`src/rtl/mc_req_queue_if.sv`:
```
`default_nettype none
// ============================================================================
// mc_req_queue_if : parser-side and DRAM-command-side valid/ready channels
// Revision 1.0
// ============================================================================
interface mc_req_queue_if #(
   parameter int ADDR_WIDTH = 36,
   parameter int OP_WIDTH   = 2,
   parameter int TIME_WIDTH = 16
);
   logic                  in_valid;
   logic                  in_ready;
   logic [TIME_WIDTH-1:0] in_time;
   logic [OP_WIDTH-1:0]   in_op;
   logic [ADDR_WIDTH-1:0] in_addr;
   logic                  out_valid;
   logic                  out_ready;
   logic [TIME_WIDTH-1:0] out_time;
   logic [OP_WIDTH-1:0]   out_op;
   logic [ADDR_WIDTH-1:0] out_addr;

   modport master (
      output in_valid, in_time, in_op, in_addr, out_ready,
      input  in_ready, out_valid, out_time, out_op, out_addr
   );

   modport slave (
      input  in_valid, in_time, in_op, in_addr, out_ready,
      output in_ready, out_valid, out_time, out_op, out_addr
   );
endinterface
`default_nettype wire

```
`src/rtl/mc_req_queue_ctrl.sv`:
```
`default_nettype none
// ============================================================================
// mc_req_queue_ctrl : timestamp-gated request FIFO with order/opcode checking
// Revision 1.0
// ============================================================================
module mc_req_queue_ctrl #(
   parameter int ADDR_WIDTH = 36,
   parameter int OP_WIDTH   = 2,
   parameter int TIME_WIDTH = 16,
   parameter int DEPTH      = 16,
   parameter int CNT_WIDTH  = 5
) (
   input  wire logic                  clk,
   input  wire logic                  rst,
   mc_req_queue_if.slave              q,
   output logic      [CNT_WIDTH-1:0]  count,
   output logic                       full,
   output logic                       empty,
   output logic      [TIME_WIDTH-1:0] sys_time,
   output logic                       err_order,
   output logic                       err_op,
   output logic      [7:0]            err_cnt
);
   localparam int              c_PTR_W      = $clog2(DEPTH);
   localparam logic [OP_WIDTH-1:0] c_OP_ILLEGAL = OP_WIDTH'(3);

   logic [TIME_WIDTH-1:0] r_mem_time [DEPTH];
   logic [OP_WIDTH-1:0]   r_mem_op   [DEPTH];
   logic [ADDR_WIDTH-1:0] r_mem_addr [DEPTH];

   logic [c_PTR_W-1:0]    r_wr_ptr;
   logic [c_PTR_W-1:0]    r_rd_ptr;
   logic [CNT_WIDTH-1:0]  r_count;
   logic [TIME_WIDTH-1:0] r_sys_time;
   logic [TIME_WIDTH-1:0] r_last_time;
   logic                  r_err_order;
   logic                  r_err_op;
   logic [7:0]            r_err_cnt;

   logic w_full;
   logic w_empty;
   logic w_hs;
   logic w_illegal;
   logic w_order_bad;
   logic w_store;
   logic w_pop;

   assign w_full      = (r_count == CNT_WIDTH'(DEPTH));
   assign w_empty     = (r_count == '0);
   assign q.in_ready  = !w_full && (q.in_time <= r_sys_time);
   assign w_hs        = q.in_valid && q.in_ready;
   assign w_illegal   = (q.in_op == c_OP_ILLEGAL);
   assign w_order_bad = (q.in_time < r_last_time);
   assign w_store     = w_hs && !w_illegal && !w_order_bad;
   assign w_pop       = !w_empty && q.out_ready;

   // Head is read straight from storage; no bypass, so a push shows next cycle.
   assign q.out_valid = !w_empty;
   assign q.out_time  = r_mem_time[r_rd_ptr];
   assign q.out_op    = r_mem_op[r_rd_ptr];
   assign q.out_addr  = r_mem_addr[r_rd_ptr];

   assign count     = r_count;
   assign full      = w_full;
   assign empty     = w_empty;
   assign sys_time  = r_sys_time;
   assign err_order = r_err_order;
   assign err_op    = r_err_op;
   assign err_cnt   = r_err_cnt;

   always_ff @(posedge clk) begin
      if (!rst && w_store) begin
         r_mem_time[r_wr_ptr] <= q.in_time;
         r_mem_op[r_wr_ptr]   <= q.in_op;
         r_mem_addr[r_wr_ptr] <= q.in_addr;
      end
   end

   always_ff @(posedge clk) begin
      if (rst) begin
         r_wr_ptr    <= '0;
         r_rd_ptr    <= '0;
         r_count     <= '0;
         r_sys_time  <= '0;
         r_last_time <= '0;
         r_err_order <= 1'b0;
         r_err_op    <= 1'b0;
         r_err_cnt   <= '0;
      end else begin
         if (r_sys_time != '1) begin
            r_sys_time <= r_sys_time + TIME_WIDTH'(1);
         end
         if (w_store) begin
            r_wr_ptr    <= r_wr_ptr + c_PTR_W'(1);
            r_last_time <= q.in_time;
         end
         if (w_pop) begin
            r_rd_ptr <= r_rd_ptr + c_PTR_W'(1);
         end
         r_count <= r_count + CNT_WIDTH'(w_store) - CNT_WIDTH'(w_pop);
         // An illegal opcode masks the ordering error for the same request.
         r_err_op    <= w_hs && w_illegal;
         r_err_order <= w_hs && !w_illegal && w_order_bad;
         if (w_hs && (w_illegal || w_order_bad) && (r_err_cnt != 8'hFF)) begin
            r_err_cnt <= r_err_cnt + 8'd1;
         end
      end
   end
endmodule
`default_nettype wire

```
`src/flat_wrapper.sv`:
```
// flat-port wrapper written by rule: the top's interface ports become plain ports
module mc_req_queue_ctrl_flat 
#(
   parameter int ADDR_WIDTH = 36,
   parameter int OP_WIDTH   = 2,
   parameter int TIME_WIDTH = 16,
   parameter int DEPTH      = 16,
   parameter int CNT_WIDTH  = 5
)
  (clk, rst, count, full, empty, sys_time, err_order, err_op, err_cnt, q_in_valid, q_in_time, q_in_op, q_in_addr, q_out_ready, q_in_ready, q_out_valid, q_out_time, q_out_op, q_out_addr);
  mc_req_queue_if #(.ADDR_WIDTH(ADDR_WIDTH), .OP_WIDTH(OP_WIDTH), .TIME_WIDTH(TIME_WIDTH)) q_i ();
  input  wire logic clk;
  input  wire logic rst;
  output logic      [CNT_WIDTH-1:0] count;
  output logic full;
  output logic empty;
  output logic      [TIME_WIDTH-1:0] sys_time;
  output logic err_order;
  output logic err_op;
  output logic      [7:0] err_cnt;
  input wire logic [$bits(q_i.in_valid)-1:0] q_in_valid;
  input wire logic [$bits(q_i.in_time)-1:0] q_in_time;
  input wire logic [$bits(q_i.in_op)-1:0] q_in_op;
  input wire logic [$bits(q_i.in_addr)-1:0] q_in_addr;
  input wire logic [$bits(q_i.out_ready)-1:0] q_out_ready;
  output wire logic [$bits(q_i.in_ready)-1:0] q_in_ready;
  output wire logic [$bits(q_i.out_valid)-1:0] q_out_valid;
  output wire logic [$bits(q_i.out_time)-1:0] q_out_time;
  output wire logic [$bits(q_i.out_op)-1:0] q_out_op;
  output wire logic [$bits(q_i.out_addr)-1:0] q_out_addr;
  assign q_i.in_valid = q_in_valid;
  assign q_i.in_time = q_in_time;
  assign q_i.in_op = q_in_op;
  assign q_i.in_addr = q_in_addr;
  assign q_i.out_ready = q_out_ready;
  assign q_in_ready = q_i.in_ready;
  assign q_out_valid = q_i.out_valid;
  assign q_out_time = q_i.out_time;
  assign q_out_op = q_i.out_op;
  assign q_out_addr = q_i.out_addr;
  mc_req_queue_ctrl #(.ADDR_WIDTH(ADDR_WIDTH), .OP_WIDTH(OP_WIDTH), .TIME_WIDTH(TIME_WIDTH), .DEPTH(DEPTH), .CNT_WIDTH(CNT_WIDTH)) u_core (.clk(clk), .rst(rst), .q(q_i), .count(count), .full(full), .empty(empty), .sys_time(sys_time), .err_order(err_order), .err_op(err_op), .err_cnt(err_cnt));
endmodule
```
`config.mk`:
```
export PLATFORM = sky130hd
export DESIGN_NAME = mc_req_queue_ctrl_flat
export DESIGN_NICKNAME = d
export VERILOG_FILES = /design/src/rtl/mc_req_queue_if.sv /design/src/rtl/mc_req_queue_ctrl.sv /design/src/flat_wrapper.sv
export SDC_FILE = /design/constraint.sdc
export NUM_CORES = 1
export LEC_CHECK = 0
export CAP_MARGIN = 20
export CORE_ASPECT_RATIO = 1.4
export CORE_UTILIZATION = 41
export DETAILED_ROUTE_END_ITERATION = 12
export MAX_ROUTING_LAYER = met4
export PLACE_DENSITY = 0.61
export SYNTH_ARGS = -nofsm -noshare
export SYNTH_HDL_FRONTEND = slang
export SYNTH_SLANG_ARGS = --single-unit
```
`constraint.sdc`:
```
create_clock -name clk -period 14.7 [get_ports clk]
set_clock_uncertainty 0.05 [all_clocks]
set_input_delay 1.47 -clock clk [delete_from_list [all_inputs] [get_ports clk]]
set_output_delay 1.47 -clock clk [all_outputs]
set_load 0.01 [all_outputs]
```
=== Yosys cells after proc, flatten, opt, wreduce, memory -nomap -nowiden ===
Memories as Yosys holds them, arrays and structs flattened. A register that Yosys moved wholly into a read port is not among the register bits.
Index checks and enable logic that the tools add are counted.

* Order comparisons: 2
* Reductions and logical operators: 17
* Mux-type cells: 8
* Add/sub/neg operators: 6
* Equal/unequal tests: 4

{| class="wikitable"
|+ Operators by type and width
! cell !! count
|-
| 4-bit two-way mux || 6
|-
| 16-bit by 1-bit adder with 16-bit output, second input constant || 1
|-
| 16-bit <= comparator || 1
|-
| 16-bit less-than comparator || 1
|-
| 16-bit != test, second input constant || 1
|-
| 1-bit logical AND || 10
|-
| 4-bit by 1-bit adder with 4-bit output, second input constant || 2
|-
| 8-bit by 1-bit adder with 8-bit output, second input constant || 1
|-
| 8-bit != test, second input constant || 1
|-
| 5-bit by 1-bit adder with 5-bit output || 1
|-
| 5-bit == test, second input constant || 1
|-
| 1-bit zero test || 5
|-
| 5-bit zero test || 1
|-
| 5-bit by 1-bit subtractor with 5-bit output || 1
|-
| 2-bit == test, second input constant || 1
|-
| 1-bit two-way mux || 2
|-
| 1-bit logical OR || 1
|}

* Output and inout port bits: 89
* Word-level logic and storage cells: 48
* Bits of input ports: 58
* Memory bits (writable): 864
* Flip-flop bits (word level): 55
* Memories: 3

{| class="wikitable"
|+ Memories
! name !! words !! bits a word !! rd ports !! clocked after memory_dff !! write ports !! RTL line !! RTL
|-
| u_core.r_mem_addr || 16 || 36 || 1 || 1 || 1 || mc_req_queue_ctrl.sv:29 || <nowiki>logic [ADDR_WIDTH-1:0] r_mem_addr [DEPTH];</nowiki>
|-
| u_core.r_mem_time || 16 || 16 || 1 || 1 || 1 || mc_req_queue_ctrl.sv:27 || <nowiki>logic [TIME_WIDTH-1:0] r_mem_time [DEPTH];</nowiki>
|-
| u_core.r_mem_op || 16 || 2 || 1 || 1 || 1 || mc_req_queue_ctrl.sv:28 || <nowiki>logic [OP_WIDTH-1:0] r_mem_op [DEPTH];</nowiki>
|}

=== Logic depth before layout (Yosys ltp) ===
* Depth after elaboration: 9
* Gate-level depth with buffers: 17
* Gate-level depth less buffers: 16

=== Worst setup path after synthesis ===
Ideal clock, no wire load.

* Path type: input to register
* Start: input port q_in_time[13]
* End: memory u_core.r_mem_addr[15][0] (enable)
* Library setup time: 0.618 ns
* Path buffers: 0
* Required time: 14.032 ns
* Slack: 5.687 ns
* Data arrival time: 8.345 ns
* Cell stages on the path: 7
* Cell sequence: ha_1 > nand4_2 > nor4_4 > and3_4 > a31o_2 > nand2_1 > nor4b_1

* Longest elaborated chain between the ends: 8
* Elaborated cells on any way between the ends: 10
* Those cells by class: order compare: 2; mux: 2; reduce/logical: 6

{| class="wikitable"
|+ RTL lines
! what !! RTL line !! RTL
|-
| start: declaration || flat_wrapper.sv:22 || <nowiki>input wire logic [$bits(q_i.in_time)-1:0] q_in_time;</nowiki>
|-
| 16-bit <= comparator || mc_req_queue_ctrl.sv:50 || <nowiki>assign q.in_ready = !w_full && (q.in_time <= r_sys_time);</nowiki>
|-
| 1-bit logical AND || mc_req_queue_ctrl.sv:50 ||
|-
| 1-bit logical AND || mc_req_queue_ctrl.sv:51 || <nowiki>assign w_hs = q.in_valid && q.in_ready;</nowiki>
|-
| 1-bit logical AND || mc_req_queue_ctrl.sv:54 || <nowiki>assign w_store = w_hs && !w_illegal && !w_order_bad;</nowiki>
|-
| 1-bit logical AND (*) || mc_req_queue_ctrl.sv:54 ||
|-
| 1-bit logical AND (*) || mc_req_queue_ctrl.sv:72 || <nowiki>if (!rst && w_store) begin</nowiki>
|-
| 1-bit two-way mux (*) || mc_req_queue_ctrl.sv:72 ||
|-
| 1-bit two-way mux (not written as such) (*) || mc_req_queue_ctrl.sv:75 || <nowiki>r_mem_addr[r_wr_ptr] <= q.in_addr;</nowiki>
|-
| end: declaration || mc_req_queue_ctrl.sv:29 ||
|}

Every way passes the cells marked *; elsewhere a longest branch is shown, timed or not.

==> impl_metrics.csv <==
group,metric,value,unit
final_layout,layout_common_cells,"edfxtp_1, mux4_2, clkdlybuf4s50_1",
timing,setup_tns,0,ns
critical_path,crit_type,"reg2out",
clock_network,hold_buffers,0,
global_routing,antenna_found_initial,5,
timing,worst_slew_pin_slew,1.11,ns
global_routing,grt_pass1_wl,118,mm
critical_path,crit_required,13.18,ns
synth,avgSynthCellArea,21.9,um^2
clock_network,cts_tree,"done",
critical_path,crit_family,"buffers and inverters",
drt,drc_errors,0,
clock_network,cts-buffers-inserted,84,
timing,rsz0062_at_grt,"no",
drt,ant_nets,0,
critical_path,r2r_slack,9.84,ns
critical_path,cp.depth,5,
floorplanning,die_w,252,um
final_layout,stdcell_area,0.0416,mm^2
final_layout,nNetsFinal,1922,
pwr,power_leakage,0.0127,uW
floorplanning,pin_count,147,
timing,relSlewSlack,0.262,
critical_path,worst_r2r_path_depth,9,
timing,hold_violations,0,
floorplanning,rows,128,
synth,synthArstFlopShare,0,
final_layout,area_growth,15.8,%
global_routing,grt-ovfl-total,0,
timing,fmax,155,MHz
drt,vias,16900,
timing,holdWs,0.426,ns
pwr,peakVddDrop,0.000123,V
placed_design,dpl.hpwl,41.8,mm
timing,maxSlewViolCount,0,
hold_path,holdPathEnd,"u_core.r_last_time[1]$_SDFFE_PP0N_",
drt,dr.first_iter.drc_count,1229,
pwr,cellPowerDensity,150,mW/mm^2
critical_path,cpMaxStageDelayCell,"dfxtp_4",
global_routing,grtUsageTotal,0.187,
synth,synth_enable_flop_cells,864,
synth,synth-seq-area-share,0.754,
critical_path,crit_path_end_kind,"output pin",
critical_path,critPathBufInv,3,
synth,yosysTopAreaCellShare,0.721,
global_routing,grt_pass1_vias,18200,
critical_path,start_kind,"flip-flop",
floorplanning,initial_utilization,0.414,
pwr,total_power,6260,uW
synth,synth_area_leader_cell,"edfxtp_1",
timing,post-route-min-period,6.45,ns
floorplanning,core_area,0.0870,mm^2
critical_path,cp_max_fo,43,
synth,synth.cell_area,0.0360,mm^2
synth,syn_nets,1742,
clock_network,cts_resized,0,
placed_design,dpl-instance-area,0.0389,mm^2
hold_path,hold_depth,2,
critical_path,r2r-start,"u_core.sys_time[13]$_SDFFE_PP0P_",
synth,synthCells,1639,
final_layout,drive_above_1_share,0.242,
drt,wl_per_cell,25.7,um
outcome,status,"complete, no violations",
final_layout,finalNonFillerCells,3062,
timing,setup_viol,0,
synth,synth.distinct_cells,58,
critical_path,worstPathCellList,"buf_4 -> buf_4 -> mux4_2 -> mux4_2 -> clkdlybuf4s50_1",
clock_network,cts_buffer_depth,3,
final_layout,fillCellCount,7018,
clock_network,cts-root-buf,"clkbuf_16",
drt,finalWirelength,78.8,mm
placed_design,io_buffers,146,
clock_network,htreeDepth,3,
placed_design,place_congestion,0.785,
placed_design,dp.cells,2903,
synth,synth_flop_cell,"edfxtp_1",
final_layout,layout_commonest_cell,"edfxtp_1",
hold_path,hold_path.startpoint,"u_core.r_last_time[1]$_SDFFE_PP0N_",
clock_network,cts_setup_buffers,0,
synth,ys_warn_count,0,
clock_network,cts.sinks,923,
floorplanning,die-area,0.0889,mm^2
critical_path,slowest_delay,0.95,ns
drt,dr.pass1.iters,5,
global_routing,grt_max_degree,95,
clock_network,clk_pin_slew,0.07,ns
flow_run,drv_cap,0,
timing,finalCritPeriodShare,0.439,
synth,ys_ff_latch,923,
floorplanning,die_h,352,um
synth,yosys-top-cells-area,"edfxtp_1, mux4_2, dfxtp_1",
critical_path,regToRegEndpoint,"u_core.r_mem_addr[7][31]$_DFFE_PP_",
drt,viasPerCell,5.51,
clock_network,insertion_delay,0.65,ns
critical_path,cp.arrival,4.93,ns
hold_path,hp-class,"reg2reg",
cell usage after synthesis, types with 5 or more instances:
master,number
and3_1,7
nor3_1,11
dfxtp_1,59
inv_1,45
edfxtp_1,864
xnor2_1,12
nor2_1,35
clkbuf_1,39
ha_1,44
buf_1,9
nand4_1,10
buf_2,27
nand2_1,30
nand3_1,27
o21ai_0,24
a31oi_1,5
and2_1,11
mux4_2,270
nor2b_1,9
a21oi_1,38
tightest hold or removal path, delay by kind of cell (launching register included):
family	cells	cell delay [ns]
AOI/OAI and AO/OA	2	0.12
DFF	1	0.31
per-layer routing:
| layer | part of all wire | GRT usage | routed length (um) | up-vias |
|---|---|---|---|---|
| met5 | 0 | - | 0 | - |
| met4 | 0.016 | 0.0508 | 1280 | 0 |
| met3 | 0.048 | 0.0232 | 3750 | 96 |
| met2 | 0.53 | 0.321 | 41700 | 436 |
| met1 | 0.41 | 0.235 | 32100 | 9140 |
| li1 | - | - | - | 7214 |
worst max-delay path by stage:
stage                        startpoint                                 end  slack [ns]
final                         flip-flop                      q_out_addr[17]        8.25
after global routing          flip-flop                      q_out_addr[17]        7.83
after CTS                     flip-flop                      q_out_addr[17]        8.00
after detailed placement   q_in_time[9]  u_core.r_mem_addr[7][20]$_DFFE_PP_        7.84
after global placement     q_in_time[9]  u_core.r_mem_addr[7][24]$_DFFE_PP_        8.06
after floorplan           q_in_time[13]  u_core.r_mem_addr[15][0]$_DFFE_PP_        5.69
flip-flops by register name, summed over array words and instances, names as in the netlist, 5 cells and up, named ones only:
register	flops
u_core.sys_time	16
u_core.r_mem_time	256
u_core.err_cnt	8
u_core.r_last_time	16
u_core.count	5
u_core.r_mem_addr	576
u_core.r_mem_op	32
logic make-up (layout without fill, tap and decap cells):
family,after synthesis,in the layout,share of synthesized area
and+or+nand+nor,167,167,0.0258
AOI/OAI and AO/OA,86,86,0.0143
adders and majority gates,45,45,0.0159
muxes,277,277,0.171
other,0,5,0
DFF,923,923,0.754
xor gates and xnor gates,16,16,0.00390
buffers and inverters,125,373,0.0146
layout make-up:
| type | instances | area, um^2 | area share |
|---|---|---|---|
| Clock buffer | 103 | 2210 | 0.0532 |
| Inverter | 45 | 169 | 0.00406 |
| Multi-Input combinational cell | 591 | 8410 | 0.202 |
| Timing Repair Buffer | 174 | 1680 | 0.0403 |
| Clock inverter | 51 | 543 | 0.0130 |
| Antenna cell | 5 | 12.5 | 0.000301 |
| Sequential cell | 923 | 27100 | 0.652 |
| Tap cell | 1170 | 1460 | 0.0352 |
report_power, final:
group	switching [uW]	internal, uW	leakage (uW)	total (uW)
combinational	486	633	0.00306	1120
clock	955	1240	0.00136	2200
sequential	59.2	2890	0.00825	2950
total	1500	4760	0.0127	6260
per-stage QoR:
step	util	setup WS, ns
CTS	0.479	8.00
floorplan	-	5.69
global route	0.479	7.83
detailed placement	0.447	7.84
finish	0.479	8.25
global placement	0.447	8.06
Power figures use the tool's default switching activity.
==> RTL change (same settings) <==
`TIME_WIDTH` is set to 16 in 3 places; all go to 32.
--- a/src/rtl/mc_req_queue_if.sv
+++ b/src/rtl/mc_req_queue_if.sv
@@ -6,7 +6,7 @@
 interface mc_req_queue_if #(
    parameter int ADDR_WIDTH = 36,
    parameter int OP_WIDTH   = 2,
-   parameter int TIME_WIDTH = 16
+   parameter int TIME_WIDTH = 32
 );
    logic                  in_valid;
    logic                  in_ready;
--- a/src/rtl/mc_req_queue_ctrl.sv
+++ b/src/rtl/mc_req_queue_ctrl.sv
@@ -6,7 +6,7 @@
 module mc_req_queue_ctrl #(
    parameter int ADDR_WIDTH = 36,
    parameter int OP_WIDTH   = 2,
-   parameter int TIME_WIDTH = 16,
+   parameter int TIME_WIDTH = 32,
    parameter int DEPTH      = 16,
    parameter int CNT_WIDTH  = 5
 ) (
--- a/src/flat_wrapper.sv
+++ b/src/flat_wrapper.sv
@@ -3,7 +3,7 @@
 #(
    parameter int ADDR_WIDTH = 36,
    parameter int OP_WIDTH   = 2,
-   parameter int TIME_WIDTH = 16,
+   parameter int TIME_WIDTH = 32,
    parameter int DEPTH      = 16,
    parameter int CNT_WIDTH  = 5
 )
Interface: changed (resized q_in_time, q_out_time and sys_time); port bits go from 147 to 195. The function was not compared with the original's and may differ.
==> RTL change against the original RTL <==
Sequential cell count up 288. Total power up 32%. Die area up 33%. Register-to-register slack worse by 0.03 ns. Clock power up 35%. Area after synthesis up 33%. Critical endpoint is now q_out_addr[31]. Count of clock-buffer cells in the layout up 38. Global-route usage up 0.078 points. Via count up 35%. Routed wire length up 35%. Sequential power up 30%. Design area up 33%. Worst setup slack worse by 0.10 ns.
==> RTL change: results (changes against the original RTL) <==
* Compound-cell area share of the yosys netlist at 2.04% (was 1.43%)
* Total global routing track utilization at 18.8% (was 18.7%)
* Status: finished, final reports clean (unchanged)
* Vias in the first global route at 24,500 (was 18,200)
* Global-route wire length before repair at 159,000 um (was 118,000 um)
* WHS Endpoint: u_core.r_last_time[15]$_SDFFE_PP0N_ (was u_core.r_last_time[1]$_SDFFE_PP0N_)
* Highest fanout seen on the critical path at 113 (was 43)
* Commonest cells in the synthesized netlist: edfxtp_1 (1,120), mux4_2 (350), dfxtp_1 (91) (was edfxtp_1 (864), mux4_2 (270), dfxtp_1 (59))
* Min cycle time layout at 6.55 ns (was 6.45 ns)
* Count of filler cells inserted in the layout at 9,334 (was 7,018)
* Share of the synthesized area in the top cell type at 70.4% (was 72.1%)
* CP max-delay cell: buf_4 (was dfxtp_4)
* Synth cell types at 55 (was 58)
* Detailed-routing wirelength on met1 at 43,300 um (was 32,100 um)
* Worst hold margin at 0.425 ns (was 0.426 ns)
* Count of cells along the worst register-to-register path at 10 (was 9)
* Met1 Track Usage GR at 23.3% (was 23.5%)
* Via total after detailed routing at 22,700 (was 16,900)
* Met3 Use GR at 2.60% (was 2.32%)
* FF+latch area at 35,500 um^2 (was 27,100 um^2)
* Global Route met2 Usage at 32.7% (was 32.1%)
* Layout cell share with drive strength beyond 1 at 23.5% (was 24.2%)
* Number of enable-type register cells in the synthesized netlist at 1,120 (was 864)
* Iteration-0 DRC count of the detailed router at 1,891 (was 1,229)
* Setup slack at placement at 7.52 ns (was 7.84 ns)
* Pin count of the biggest net entering global routing at 114 (was 95)
* Peak VDD IR at 0.110 mV (was 0.123 mV)
* Antenna violations before repair at 7 (was 5)
* Largest registers: u_core.r_mem_addr x576, u_core.r_mem_time x512 (was u_core.r_mem_addr x576, u_core.r_mem_time x256, u_core.r_mem_op x32)
* Sequential-to-total area share from yosys stat at 74.2% (was 75.4%)
* FF-to-FF End: u_core.r_mem_addr[5][2]$_DFFE_PP_ (was u_core.r_mem_addr[7][31]$_DFFE_PP_)
* Wire length per cell after detailed routing at 25.9 um (was 25.7 um)
* Filler-free cell count of the finished design at 4,108 (was 3,062)
* Hpwl dp at 60,500 um (was 41,800 um)
* Met3 layer wire length in the routed design at 4980 um (was 3750 um)
* Cells taking the most area after synthesis: edfxtp_1 (70%), mux4_2 (17%), dfxtp_1 (3.8%), ha_1 (2.0%), a21oi_1 (0.68%) (was edfxtp_1 (72%), mux4_2 (17%), dfxtp_1 (3.3%), ha_1 (1.5%), a21oi_1 (0.53%))
[RTL change: cell count changes after synthesis, moves of 9 or more]
cell      change
edfxtp_1    +256
mux4_2       +80
clkbuf_1     +42
inv_1        +37
dfxtp_1      +32
ha_1         +32
or3b_1       +32
a21oi_1      +27
o21ai_0      +22
xnor2_1      +20
nor2_1       +18
nor4_1       +12
nand4_1       +9
[RTL change: layout make-up]
type                            instances  share of cell area, %
Clock inverter                         68                   1.41
Inverter                               82                  0.554
Sequential cell                      1211                   63.9
Multi-Input combinational cell        858                   21.0
Timing Repair Buffer                  255                   4.42
Tap cell                             1490                   3.36
Antenna cell                            3                 0.0135
Clock buffer                          141                   5.41
[RTL change: report_power, final]
part | switching, mW | internal, mW | total, mW
clock | 1.27 | 1.70 | 2.97
combinational | 0.676 | 0.804 | 1.48
sequential | 0.0516 | 3.78 | 3.83
